--- config.mk ---
export PLATFORM = sky130hd
export DESIGN_NAME = multicycle_control
export DESIGN_NICKNAME = d
export VERILOG_FILES = /design/src/rtl/multicycle_control_pkg.sv /design/src/rtl/multicycle_control_muldiv_timer.sv /design/src/rtl/multicycle_control.sv
export SDC_FILE = /design/constraint.sdc
export NUM_CORES = 1
export LEC_CHECK = 0
export CAP_MARGIN = 40
export CELL_PAD_IN_SITES_DETAIL_PLACEMENT = 0
export CELL_PAD_IN_SITES_GLOBAL_PLACEMENT = 2
export CORE_MARGIN = 5
export CORE_UTILIZATION = 29
export DETAILED_ROUTE_END_ITERATION = 10
export HOLD_SLACK_MARGIN = 0.1
export PLACE_DENSITY_LB_ADDON = 0.1
export SETUP_SLACK_MARGIN = 0.5
export SLEW_MARGIN = 15
export SYNTH_ARGS = -nofsm -noshare
export SYNTH_HDL_FRONTEND = slang
export SYNTH_SLANG_ARGS = --single-unit
--- constraint.sdc ---
create_clock -name i_clk -period 3 [get_ports i_clk]
set_input_delay 0.3 -clock i_clk [delete_from_list [all_inputs] [get_ports i_clk]]
set_output_delay 0.3 -clock i_clk [all_outputs]
set_load 0.05 [all_outputs]
--- src/rtl/multicycle_control_pkg.sv ---
// Shared definitions for the multi-cycle RV32I(+M) control FSM:
// opcode constants, FSM state and instruction-class enums, datapath mux
// encodings, and the opcode decode helper used in S_DECODE.
package multicycle_control_pkg;

  localparam logic [6:0] OPC_LOAD   = 7'b0000011;
  localparam logic [6:0] OPC_STORE  = 7'b0100011;
  localparam logic [6:0] OPC_OP_IMM = 7'b0010011;
  localparam logic [6:0] OPC_OP     = 7'b0110011;
  localparam logic [6:0] OPC_BRANCH = 7'b1100011;
  localparam logic [6:0] OPC_JAL    = 7'b1101111;
  localparam logic [6:0] OPC_JALR   = 7'b1100111;
  localparam logic [6:0] OPC_AUIPC  = 7'b0010111;
  localparam logic [6:0] OPC_LUI    = 7'b0110111;

  localparam logic [1:0] ALU_ADD    = 2'b00;
  localparam logic [1:0] ALU_BRANCH = 2'b01;
  localparam logic [1:0] ALU_FUNCT  = 2'b10;
  localparam logic [1:0] ALU_PASSB  = 2'b11;

  localparam logic [1:0] WB_ALU     = 2'b00;
  localparam logic [1:0] WB_MEM     = 2'b01;
  localparam logic [1:0] WB_PC4     = 2'b10;
  localparam logic [1:0] WB_PCIMM   = 2'b11;

  typedef enum logic [2:0] {
    S_FETCH, S_DECODE, S_EXEC, S_MEM, S_MULDIV, S_WB, S_TRAP
  } state_t;

  // Instruction class steers the EXEC/MEM branching of the FSM.
  typedef enum logic [2:0] {
    CL_ALU, CL_LOAD, CL_STORE, CL_BRANCH, CL_MULDIV
  } cls_t;

  typedef struct packed {
    logic       legal;
    cls_t       cls;
    logic       alu_src;
    logic [1:0] alu_op;
    logic [1:0] wsrc;
    logic       jal;
    logic       jalr;
    logic       auipc;
  } dec_t;

  // Mul/div selection depends on funct7 and a parameter, so it is resolved
  // by the caller; OP is reported here as a plain ALU class.
  function automatic dec_t decode_opcode(input logic [6:0] opc);
    dec_t d;
    d       = '0;
    d.legal = 1'b1;
    d.cls   = CL_ALU;
    case (opc)
      OPC_LOAD:   begin d.cls = CL_LOAD;  d.alu_src = 1'b1; d.wsrc = WB_MEM; end
      OPC_STORE:  begin d.cls = CL_STORE; d.alu_src = 1'b1; end
      OPC_OP_IMM: begin d.alu_src = 1'b1; d.alu_op = ALU_FUNCT; end
      OPC_OP:     d.alu_op = ALU_FUNCT;
      OPC_BRANCH: begin d.cls = CL_BRANCH; d.alu_op = ALU_BRANCH; end
      OPC_JAL:    begin d.jal = 1'b1; d.wsrc = WB_PC4; end
      OPC_JALR:   begin d.jalr = 1'b1; d.alu_src = 1'b1; d.wsrc = WB_PC4; end
      OPC_AUIPC:  begin d.auipc = 1'b1; d.alu_src = 1'b1; d.wsrc = WB_PCIMM; end
      OPC_LUI:    begin d.alu_src = 1'b1; d.alu_op = ALU_PASSB; end
      default:    d.legal = 1'b0;
    endcase
    return d;
  endfunction

endpackage

--- src/rtl/multicycle_control_muldiv_timer.sv ---
// Loadable down-counter that times the iterative mul/div phase.
// Ports:
//   i_clk, i_rst : clock, synchronous active-high reset
//   i_load       : load CYCLES-1 (issued on the EXEC cycle before S_MULDIV)
//   i_en         : count down (asserted while in S_MULDIV)
//   o_first      : high during the first counting cycle after a load
//   o_done       : counter has reached zero (terminal count)
module multicycle_control_muldiv_timer #(
  parameter int unsigned CYCLES = 32
) (
  input  logic i_clk,
  input  logic i_rst,
  input  logic i_load,
  input  logic i_en,
  output logic o_first,
  output logic o_done
);

  localparam int unsigned CW = (CYCLES > 1) ? $clog2(CYCLES) : 1;
  localparam logic [CW-1:0] LOAD_VAL = CW'(CYCLES - 1);

  logic [CW-1:0] r_count;
  logic          r_first;

  always_ff @(posedge i_clk) begin
    if (i_rst) begin
      r_count <= '0;
      r_first <= 1'b0;
    end else if (i_load) begin
      r_count <= LOAD_VAL;
      r_first <= 1'b1;
    end else if (i_en) begin
      r_first <= 1'b0;
      if (r_count != '0) r_count <= r_count - CW'(1);
    end
  end

  assign o_first = r_first;
  assign o_done  = (r_count == '0);

endmodule

--- src/rtl/multicycle_control.sv ---
// Multi-cycle RV32I(+M) main control FSM. Sequences FETCH/DECODE/EXEC/MEM/WB
// over a shared datapath with ready handshakes to instruction/data memory.
// Ports:
//   i_clk, i_rst        : clock, synchronous active-high reset
//   i_opcode, i_funct7_0: IR fields, sampled only in S_DECODE
//   i_imem_ready        : instruction memory done
//   i_dmem_ready        : data memory access complete
//   o_imem_req, o_ir_write, o_dmem_read, o_dmem_write : memory handshake
//   o_alu_src, o_alu_op, o_regwrite_src, o_jal, o_jalr, o_auipc : decoded
//                         controls, registered in S_DECODE, held to retire
//   o_branch, o_reg_write, o_pc_write, o_muldiv_start : per-state pulses
//   o_illegal_instr     : sticky unknown-opcode flag
//   o_retire_count      : retired-instruction counter (wraps)
//
// state    | meaning
// S_FETCH  | request instruction until imem ready, pulse ir_write
// S_DECODE | register decoded controls; unknown opcode -> S_TRAP
// S_EXEC   | ALU cycle; branches retire here
// S_MEM    | load/store handshake; stores retire on dmem ready
// S_MULDIV | iterative mul/div, MULDIV_CYCLES cycles
// S_WB     | register write and retire
// S_TRAP   | illegal opcode, everything idle until reset
module multicycle_control
  import multicycle_control_pkg::*;
#(
  parameter bit          ENABLE_MULDIV = 1'b1,
  parameter int unsigned MULDIV_CYCLES = 32,
  parameter int unsigned RETIRE_W      = 32
) (
  input  logic                i_clk,
  input  logic                i_rst,
  input  logic [6:0]          i_opcode,
  input  logic                i_funct7_0,
  input  logic                i_imem_ready,
  input  logic                i_dmem_ready,
  output logic                o_imem_req,
  output logic                o_ir_write,
  output logic                o_dmem_read,
  output logic                o_dmem_write,
  output logic                o_alu_src,
  output logic [1:0]          o_alu_op,
  output logic                o_branch,
  output logic                o_jal,
  output logic                o_jalr,
  output logic                o_auipc,
  output logic [1:0]          o_regwrite_src,
  output logic                o_reg_write,
  output logic                o_pc_write,
  output logic                o_muldiv_start,
  output logic                o_illegal_instr,
  output logic [RETIRE_W-1:0] o_retire_count
);

  state_t r_state, w_next;
  cls_t   r_cls;
  logic   r_alu_src, r_jal, r_jalr, r_auipc, r_illegal;
  logic [1:0] r_alu_op, r_wsrc;
  logic [RETIRE_W-1:0] r_retire_count;
  dec_t   w_dec;
  logic   w_md_load, w_md_first, w_md_done;

  assign w_dec     = decode_opcode(i_opcode);
  assign w_md_load = (r_state == S_EXEC) && (r_cls == CL_MULDIV);

  multicycle_control_muldiv_timer #(.CYCLES(MULDIV_CYCLES)) u_muldiv_timer (
    .i_clk   (i_clk),
    .i_rst   (i_rst),
    .i_load  (w_md_load),
    .i_en    (r_state == S_MULDIV),
    .o_first (w_md_first),
    .o_done  (w_md_done)
  );

  always_ff @(posedge i_clk) begin
    if (i_rst) r_state <= S_FETCH;
    else       r_state <= w_next;
  end

  always_comb begin
    w_next = r_state;
    case (r_state)
      S_FETCH:  if (i_imem_ready) w_next = S_DECODE;
      S_DECODE: w_next = w_dec.legal ? S_EXEC : S_TRAP;
      S_EXEC: begin
        case (r_cls)
          CL_BRANCH:         w_next = S_FETCH;
          CL_LOAD, CL_STORE: w_next = S_MEM;
          CL_MULDIV:         w_next = S_MULDIV;
          default:           w_next = S_WB;
        endcase
      end
      S_MEM:    if (i_dmem_ready) w_next = (r_cls == CL_LOAD) ? S_WB : S_FETCH;
      S_MULDIV: if (w_md_done) w_next = S_WB;
      S_WB:     w_next = S_FETCH;
      S_TRAP:   w_next = S_TRAP;
      default:  w_next = S_FETCH;
    endcase
  end

  // Pulses are forced low while reset is held so nothing is requested then.
  always_comb begin
    o_imem_req     = 1'b0;
    o_ir_write     = 1'b0;
    o_dmem_read    = 1'b0;
    o_dmem_write   = 1'b0;
    o_branch       = 1'b0;
    o_reg_write    = 1'b0;
    o_pc_write     = 1'b0;
    o_muldiv_start = 1'b0;
    if (!i_rst) begin
      case (r_state)
        S_FETCH: begin
          o_imem_req = 1'b1;
          o_ir_write = i_imem_ready;
        end
        S_EXEC: begin
          o_branch   = (r_cls == CL_BRANCH);
          o_pc_write = (r_cls == CL_BRANCH);
        end
        S_MEM: begin
          o_dmem_read  = (r_cls == CL_LOAD);
          o_dmem_write = (r_cls == CL_STORE);
          o_pc_write   = (r_cls == CL_STORE) && i_dmem_ready;
        end
        S_MULDIV: o_muldiv_start = w_md_first;
        S_WB: begin
          o_reg_write = 1'b1;
          o_pc_write  = 1'b1;
        end
        default: ;
      endcase
    end
  end

  // Decoded controls load in DECODE and are cleared at retire so they are
  // only asserted for the instruction that owns them.
  always_ff @(posedge i_clk) begin
    if (i_rst) begin
      r_cls          <= CL_ALU;
      r_alu_src      <= 1'b0;
      r_alu_op       <= 2'b00;
      r_wsrc         <= 2'b00;
      r_jal          <= 1'b0;
      r_jalr         <= 1'b0;
      r_auipc        <= 1'b0;
      r_illegal      <= 1'b0;
      r_retire_count <= '0;
    end else begin
      if (r_state == S_DECODE) begin
        r_cls     <= (i_opcode == OPC_OP && i_funct7_0 && ENABLE_MULDIV) ? CL_MULDIV : w_dec.cls;
        r_alu_src <= w_dec.alu_src;
        r_alu_op  <= w_dec.alu_op;
        r_wsrc    <= w_dec.wsrc;
        r_jal     <= w_dec.jal;
        r_jalr    <= w_dec.jalr;
        r_auipc   <= w_dec.auipc;
        if (!w_dec.legal) r_illegal <= 1'b1;
      end else if (o_pc_write) begin
        r_cls     <= CL_ALU;
        r_alu_src <= 1'b0;
        r_alu_op  <= 2'b00;
        r_wsrc    <= 2'b00;
        r_jal     <= 1'b0;
        r_jalr    <= 1'b0;
        r_auipc   <= 1'b0;
      end
      if (o_pc_write) r_retire_count <= r_retire_count + RETIRE_W'(1);
    end
  end

  assign o_alu_src       = r_alu_src;
  assign o_alu_op        = r_alu_op;
  assign o_regwrite_src  = r_wsrc;
  assign o_jal           = r_jal;
  assign o_jalr          = r_jalr;
  assign o_auipc         = r_auipc;
  assign o_illegal_instr = r_illegal;
  assign o_retire_count  = r_retire_count;

endmodule
* After elaboration in Yosys (flattened, before gate mapping) *
Cells that the tools add are included.

storage, ports and cells
  flip-flop bits (word level) = 53
  output and inout port bits = 49

cells by class
  $add $sub $neg = 2
  equal/unequal tests = 22
  multiplexer cells = 47
  bitwise logic cells = 1
  reductions and logical operators = 17

operators by type and width
  cell                   number
  $add 32x1->32 const B  1
  $mux 1                 27
  $mux 3                 8
  $eq 7x6->1 const B     3
  $eq 7x7->1 const B     3
  $pmux 2 s3             3
  $pmux 3 s6             1
  $mux 5                 3
  $eq 7x5->1 const B     2
  $eq 3x2->1 const B     4
  $eq 3x3->1 const B     4
  $pmux 3 s3             1
  $reduce_or 9->1        1
  $eq 7x2->1 const B     1
  $eq 3x1->1 const B     2
  $mux 2                 3
  $ne 2x2->1 const B     3
  $reduce_bool 2->1      3
  $reduce_or 2->1        3
  $reduce_or 6->1        1
  $logic_not 5->1        1
  $reduce_bool 5->1      1
  $sub 5x1->5 const B    1
  $reduce_and 2->1       2
  5 further kinds        7

* Logic depth before layout (Yosys ltp) *
Gate-level depths: netlist (run 1).

  depth after elaboration = 6
  depth in mapped cells = 8

* Cells and area by module *
From an unflattened synthesis (run 1), not the netlist that was laid out.

second synthesis, totals
  cells, all modules = 346
  area total of the unflattened synthesis = 2,786.4 um^2

modules (own cells, without submodules)
  module                           times used  cells each  area an instance (um^2)  seq. area each (um^2)
  multicycle_control               1           315         2,501.1                  940.9
  multicycle_control_muldiv_timer  1           31          285.3                    120.1

* Least setup slack after synthesis (run 1) *
OpenSTA, ideal clock, no wires.

  path type = register to output
  start point = register r_state[0]
  end point = output o_ir_write
  arrival = 2.728 ns
  required time = 2.700 ns
  slack = -0.028 ns
  stages on the path, launching flop included = 4
  buffers on the path = 1
  cell sequence = dfxtp_1 -> clkbuf_1 -> nor4_1 -> and2_1

between the ends
  longest elaborated chain between the ends = 3

ends and longest elaborated chain
  element                 line                       text
  from (decl)             multicycle_control.sv:54   state_t r_state, w_next;
  from (signal assigned)  multicycle_control.sv:76   else r_state <= w_next;
  $logic_not 3->1         multicycle_control.sv:111  case (r_state)
  $mux 1                  multicycle_control.sv:111
  $mux 1                  multicycle_control.sv:110  if (!i_rst) begin
  to (decl)               multicycle_control.sv:37   output logic o_ir_write,

Every way passes these cells.

* Worst setup path in the final report (run 1) *
  start point = register r_retire_count[3], in the netlist o_retire_count[3]
  end point = register r_retire_count[31], in the netlist o_retire_count[31]

between the ends
  longest elaborated chain between the ends = 1

ends and longest elaborated chain
  element                 line                       text
  from (decl)             multicycle_control.sv:58   logic [RETIRE_W-1:0] r_retire_count;
  from (signal assigned)  multicycle_control.sv:167  if (o_pc_write) r_retire_count <= r_retire_count + RETIRE_W'(1);
  $add 32x1->32           multicycle_control.sv:167

Every way passes these cells.
A chain may end at the register's enable or synchronous reset.

==> out/qor.yml, run 1 <==
die:
  fp.dieH_um: 108
  die_x_um: 108
  rows: 35
  core_region_area_um2: 9280
  ios: 61
  start_util_pct: 30.0
  dieArea_um2: 11700
critical_path:
  end_kind: "flip-flop"
  cpPeakStageDelay_ps: 630
  cp_max_fo: 12
  r2r_start: "o_retire_count[3]$_SDFFE_PP0P_"
  cp_data_arrival_time_ps: 2590
  path_depth: 5
  cp_top_family: "simple AND/OR/NAND/NOR gates"
  r2r_slack_ps: 650
  crit_chain: "nand4_4 -> or4_4 -> or3_4 -> or4_1 -> a21oi_1"
  r2r_cells: 5
  crit_slowest_cell: "or4_4"
  worstSetupPathType: "reg2reg"
  critPathLaunchType: "flip-flop"
  critPathBufInv: 0
  crit_required_ps: 3240
  r2r_end: "o_retire_count[31]$_SDFFE_PP0P_"
global_routing:
  antenna_found_initial: 0
  grt_max_degree: 39
  grt.total_usage_pct: 13.1
  grt_pass1_wl_mm: 12.5
  grt-ovfl-total: 0
  grt_pass1_vias: 2508
clock_network:
  cts_tree: "done"
  clock_sinks: 53
  clk_latency_ps: 310
  cts_made_buffers: 5
  hold_buffers: 0
  root_buffer: "clkbuf_8"
  clk_pin_slew_ps: 100
  cts.path.max_buffers: 2
  h-tree-depth: 2
drt:
  viasPerCell: 5.05
  drc: 0
  vias: 2660
  drtIter0Drc: 71
  route.detailed.wl_per_inst_um: 14.2
  drt_wl_total_mm: 7.51
  dr.pass1.iters: 4
  postRouteAntennaNets: 0
final_layout:
  register_area_um2: 1070
  stdcell_area_um2: 3630
  antennaDiodeCount: 0
  final_cell_mix: "clkdlybuf4s50_1, dfxtp_1, a21oi_1, nor2_1, nand2_1"
  fillers: 996
  final_nets: 412
  multi_input_area_um2: 1600
  final_common_cell: "clkdlybuf4s50_1"
  layout-drive-gt1-share_pct: 9.55
  synthToLayoutAreaGrowth_pct: 30.3
  fin_cells: 527
hold_path:
  holdPathEnd: "o_alu_src$_SDFFE_PP0P_"
  hold_path_depth: 2
  hold_start: "i_rst"
  holdCritPathClass: "in2reg"
synth:
  synth_xor_area_share_pct: 5.66
  synth_compound_area_share_pct: 20.3
  ys_types: 52
  synth_adder_area_share_pct: 1.35
  synthMuxAreaShare_pct: 0
  syn_inst: 347
  synth_top_family_by_area: "simple AND/OR/NAND/NOR gates"
  synth_area_um2: 2790
  synthFlopType: "dfxtp_1"
  seq_area_frac_synth_pct: 38.1
  ys.warnings.count: 0
  synth_edf_count: 0
  synthSimpleGateAreaFrac_pct: 29.2
  avgSynthCellArea_um2: 8.03
  ys_async_sr_fraction_pct: 0
  synth_fp_nets: 362
  synth_seq_cells: 53
placement:
  hpwl_mm: 5.49
  numPlacedInstances: 519
  dpl_cell_area_um2: 3530
  gp_congestion: 0.738
  portBuffers: 60
timing:
  rsz0062_at_grt: "false"
  worst_pin_slew_ps: 633
  slew_viol_final: 0
  fin_setup_tns_ps: 0
  fin_skew_ps: 5.97
  fmax_mhz: 426
  hold_viol: 0
  setup_viol: 0
  slew_headroom_pct: 57.5
  min_period_ps: 2350
  finalCritPeriodShare_pct: 78.3
power:
  ir_worst_vdd_mv: 0.258
  powerDensity_nw_per_um2: 395
  p_total_mw: 1.43
  power_leakage_nw: 1.20
run_status:
  status: "finished, final reports clean"
run:
  drv_cap: 0
==> sequential cells by signal (all words and copies together) (netlist names) <==
register / cells
o_alu_src: 1
o_retire_count: 32
o_jal: 1
o_auipc: 1
o_illegal_instr: 1
o_regwrite_src: 2
o_jalr: 1
u_muldiv_timer.r_count: 5
o_alu_op: 2
r_cls: 3
u_muldiv_timer.o_first: 1
r_state: 3
==> power by group <==
group | total [mW] | internal, mW | switching [mW]
clock | 0.412 | 0.166 | 0.245
combinational | 0.278 | 0.106 | 0.172
sequential | 0.744 | 0.720 | 0.0235
==> through the flow <==
step                util [%]  hold slack (ps)  setup slack [ps]
floorplan                  -              432               530
global placement        38.0              438               451
detailed placement      38.0              446               405
CTS                     38.9              425               472
global route            39.1              442               548
finish                  39.1              435               652
==> layout make-up <==
cell class              count  share of cell area [%]
clock inverters             1                   0.207
inverters                  10                    1.03
flip-flops and latches     53                    29.6
multi-input cells         258                    44.2
repair buffers             69                    18.5
well taps                 129                    4.45
clock buffers               7                    2.10
==> cells by family after synthesis <==
family / after synthesis
compound gates: 93
fa+ha+maj: 3
buf+inv: 36
simple gates: 144
flops: 53
xor+xnor: 18
==> layer usage <==
layer	part of all wire, %	track usage [%]	wire [um]	vias up
li1	-	-	-	1364
met1	47	17.1	3520	1249
met2	49	21.8	3680	43
met3	3.5	2.51	260	4
met4	0.67	3.79	50	0
met5	0	0	0	-
==> Yosys cell counts (2+ instances only) <==
library cell | instances | area (um^2)
nand2b_1 | 3 | 18.8
nand3b_1 | 2 | 15.0
nor4_1 | 5 | 31.3
and2_1 | 2 | 12.5
or3_1 | 9 | 56.3
buf_6 | 2 | 22.5
nor3_1 | 9 | 45.0
o211a_1 | 2 | 20.0
o22ai_1 | 2 | 12.5
or3b_2 | 2 | 17.5
nor2_1 | 35 | 131
nand2_1 | 22 | 82.6
o2111ai_1 | 2 | 17.5
xor2_1 | 12 | 105
nor4bb_1 | 2 | 20.0
nor3b_1 | 5 | 37.5
nor2b_1 | 5 | 31.3
a22oi_1 | 3 | 22.5
xnor2_1 | 6 | 52.6
ha_1 | 3 | 37.5
dfxtp_1 | 53 | 1060
a21oi_1 | 42 | 210
and3_1 | 4 | 25.0
a211oi_1 | 2 | 15.0
nand4_1 | 8 | 50.1
o31ai_1 | 11 | 82.6
nand3_1 | 10 | 50.1
inv_1 | 10 | 37.5
o21ai_0 | 16 | 80.1
or4_1 | 12 | 90.1
o211ai_1 | 3 | 22.5
clkbuf_1 | 23 | 86.3
==> how the worst max path moves through the flow <==
stage | endpoint | slack, ps | from
after global placement | o_retire_count[18]$_SDFFE_PP0P_ | 450 | r_state[1]$_SDFFE_PP0P_
after CTS | o_pc_write | 470 | r_state[1]$_SDFFE_PP0P_
after floorplan | o_retire_count[30]$_SDFFE_PP0P_ | 530 | o_retire_count[11]$_SDFFE_PP0P_
after global routing | o_retire_count[11]$_SDFFE_PP0P_ | 550 | r_state[0]$_SDFFE_PP0P_
after detailed placement | o_retire_count[30]$_SDFFE_PP0P_ | 400 | r_state[1]$_SDFFE_PP0P_
final | o_retire_count[31]$_SDFFE_PP0P_ | 650 | o_retire_count[3]$_SDFFE_PP0P_
==> repair_timing <==
item / in CTS / in global routing
setup buffers: 0 / 0
gates cloned: 0 / 0
resized for setup: 7 / 5
endpoints found under the setup margin: 18 / 17
No activity file was read; power rests on OpenSTA's default activity.
==> run 2: changes to the inputs <==
- clock period: 3 -> 2.45 ns (I/O delays scaled with it)
==> out/qor.yml, run 2 (synthesis results as in run 1) <==
final_layout:
  final_cell_mix: "clkdlybuf4s50_1, a21oi_1, buf_4, nor2_1, dfxtp_1"
  largest_reg_flops: 32  # unchanged
  final_common_cell: "clkdlybuf4s50_1"
  postLayoutCoreUtil_pct: 44.6  # +5.5 points
  layout-drive-gt1-share_pct: 26.4  # +17 points
  fillers: 948  # -4.8%
  final_nets: 446  # +8.3%
  synthToLayoutAreaGrowth_pct: 48.5
  antennaDiodeCount: 0  # unchanged
  fin_cells: 561  # +6.5%
power:
  clockPowerShare_pct: 27.0  # -1.7 points
  p_int_mw: 1.27  # +28%
  p_comb_share_pct: 25.0  # +5.6 points
  seq_power_share_pct: 48.0  # -3.9 points
  switching_share_pct: 31.3  # +0.56 points
  ir_worst_vdd_mv: 0.280  # +8.5%
  power_leakage_nw: 1.40  # +17%
  powerDensity_nw_per_um2: 446  # +13%
  net-switching-power_uw: 578  # +31%
timing:
  setup_viol: 0  # unchanged
  hold_viol: 0  # unchanged
  rsz0062_at_grt: "true"
  fmax_mhz: 496  # +16%
  fin_setup_tns_ps: 0  # unchanged
  worst_pin_slew_ps: 686  # +53.2 ps
  fin_ws_ps: 433  # -220 ps
  slew_headroom_pct: 54.2  # -3.3 points
  timing.hold.ws_ps: 458  # +23.7 ps
  min_period_ps: 2020  # -330 ps
  finalCritPeriodShare_pct: 82.3  # +4.1 points
  slew_viol_final: 0  # unchanged
  fin_skew_ps: 9.39  # +3.42 ps
drt:
  vias: 2875  # +8.1%
  drc: 0  # unchanged
  drtIter0Drc: 96  # +35%
  postRouteAntennaNets: 0  # unchanged
  route.detailed.wl_per_inst_um: 14.8  # +3.6%
  dr.pass1.iters: 4  # unchanged
  drt_wl_total_mm: 8.28  # +10%
  viasPerCell: 5.12  # +1.5%
global_routing:
  grt_pass1_vias: 2833  # +13%
  antenna_found_initial: 0  # unchanged
  grt_max_degree: 62  # +59%
  grt.total_usage_pct: 14.5  # +1.4 points
  grt_pass1_wl_mm: 13.9  # +12%
  grt-ovfl-total: 0  # unchanged
run:
  drv_cap: 0  # unchanged
die:
  core_region_area_um2: 9280  # unchanged
  die_x_um: 108  # unchanged
  ios: 61  # unchanged
  rows: 35  # unchanged
  dieArea_um2: 11700  # unchanged
  fp.dieH_um: 108  # unchanged
  start_util_pct: 30.0  # unchanged
clock_network:
  clk_pin_slew_ps: 100  # about the same
  hold_buffers: 0  # unchanged
  h-tree-depth: 2  # unchanged
  cts_made_buffers: 5  # unchanged
  cts_tree: "done"
  cts.path.max_buffers: 2  # unchanged
  root_buffer: "clkbuf_8"
  clock_sinks: 53  # unchanged
  clk_latency_ps: 310  # about the same
critical_path:
  crit_slowest_cell: "or4_4"
  critPathLaunchType: "flip-flop"
  cp_top_family: "simple AND/OR/NAND/NOR gates"
  critPathBufInv: 0  # unchanged
  cpPeakStageDelay_ps: 540  # -90 ps
  crit_required_ps: 2700  # -540 ps
  worstSetupPathType: "reg2reg"
  cp_data_arrival_time_ps: 2270  # -320 ps
  end_kind: "flip-flop"
  cp_max_fo: 6  # -6
  crit_chain: "nand4_1 -> or4_4 -> or3_4 -> or4_1 -> a21oi_2"
placement:
  gp_congestion: 0.742  # +0.45%
  dp_slack_ps: 219  # -186 ps
  numPlacedInstances: 523  # +0.77%
  hpwl_mm: 5.44  # -0.99%
  portBuffers: 60  # unchanged
run_status:
  status: "finished, final reports clean"
hold_path:
  holdCritPathClass: "reg2reg"
## run 2: changes by cell type in the layout (fill, tap and decap cells not counted), sizes merged
cell,change
dlygate4sd2,-4
buf,+37
or3,+1
clkbuf,+2
clkdlybuf4s50,-2
## run 2: repair_timing
item | 4_1_cts | 5_1_grt
buffers inserted | 21 | 5
setup endpoints to repair | 32 | 38
resized for setup | 30 | 28
hold endpoints to repair | 0 | 0
pin swaps | 19 | 13
cloned | 3 | 1
## run 2: per-layer routing
layer	GRT usage (%)	share of wire (%)	vias to the layer above
li1	-	-	1432
met1	18.0	46	1392
met2	25.8	49	42
met3	2.57	3.1	9
met4	3.52	1.1	0
met5	0	0	-
## run 2: worst reg2reg max path, stage by stage, from the launching register on
cell and delay (ps):
dfxtp_4 360, nand4_1 140, or4_4 540, or3_4 380, or4_1 430, a21oi_2 120
## run 2: layout make-up
class                           instances  area (um^2)  area share (%)
Clock buffer                            7         76.3            1.84
Clock inverter                          1         7.51           0.181
Inverter                               10         37.5           0.907
Multi-Input combinational cell        259         1790            43.2
Sequential cell                        53         1130            27.4
Tap cell                              129          161            3.90
Timing Repair Buffer                  102          932            22.5
## run 2: power groups by stage
stage | clock network [mW] | logic, mW | registers [mW]
3_5_place_dp | 0 | 0.374 | 0.911
5_1_grt | 0.561 | 0.499 | 0.889
4_1_cts | 0.520 | 0.432 | 0.890
3_3_place_gp | 0 | 0.377 | 0.911
6_report | 0.499 | 0.461 | 0.886
2_1_floorplan | 0 | 0.227 | 0.926
## run 2: final timing paths
check | from | endpoint | slack [ps] | cells after the start
worst max-delay path | o_retire_count[10]$_SDFFE_PP0P_ | o_retire_count[26]$_SDFFE_PP0P_ | 430 | 5
worst min-delay path | u_muldiv_timer.o_first$_SDFFE_PP0P_ | u_muldiv_timer.o_first$_SDFFE_PP0P_ | 460 | 2
worst max register to register | o_retire_count[10]$_SDFFE_PP0P_ | o_retire_count[26]$_SDFFE_PP0P_ | 430 | 5
worst min register to register | u_muldiv_timer.o_first$_SDFFE_PP0P_ | u_muldiv_timer.o_first$_SDFFE_PP0P_ | 460 | 2
## run 2: stage by stage
step	instance area (um^2)	power, mW
3_3_place_gp	3630	1.29
3_5_place_dp	3640	1.29
6_report	4140	1.84
5_1_grt	4140	1.95
4_1_cts	3990	1.84
2_1_floorplan	2910	1.15
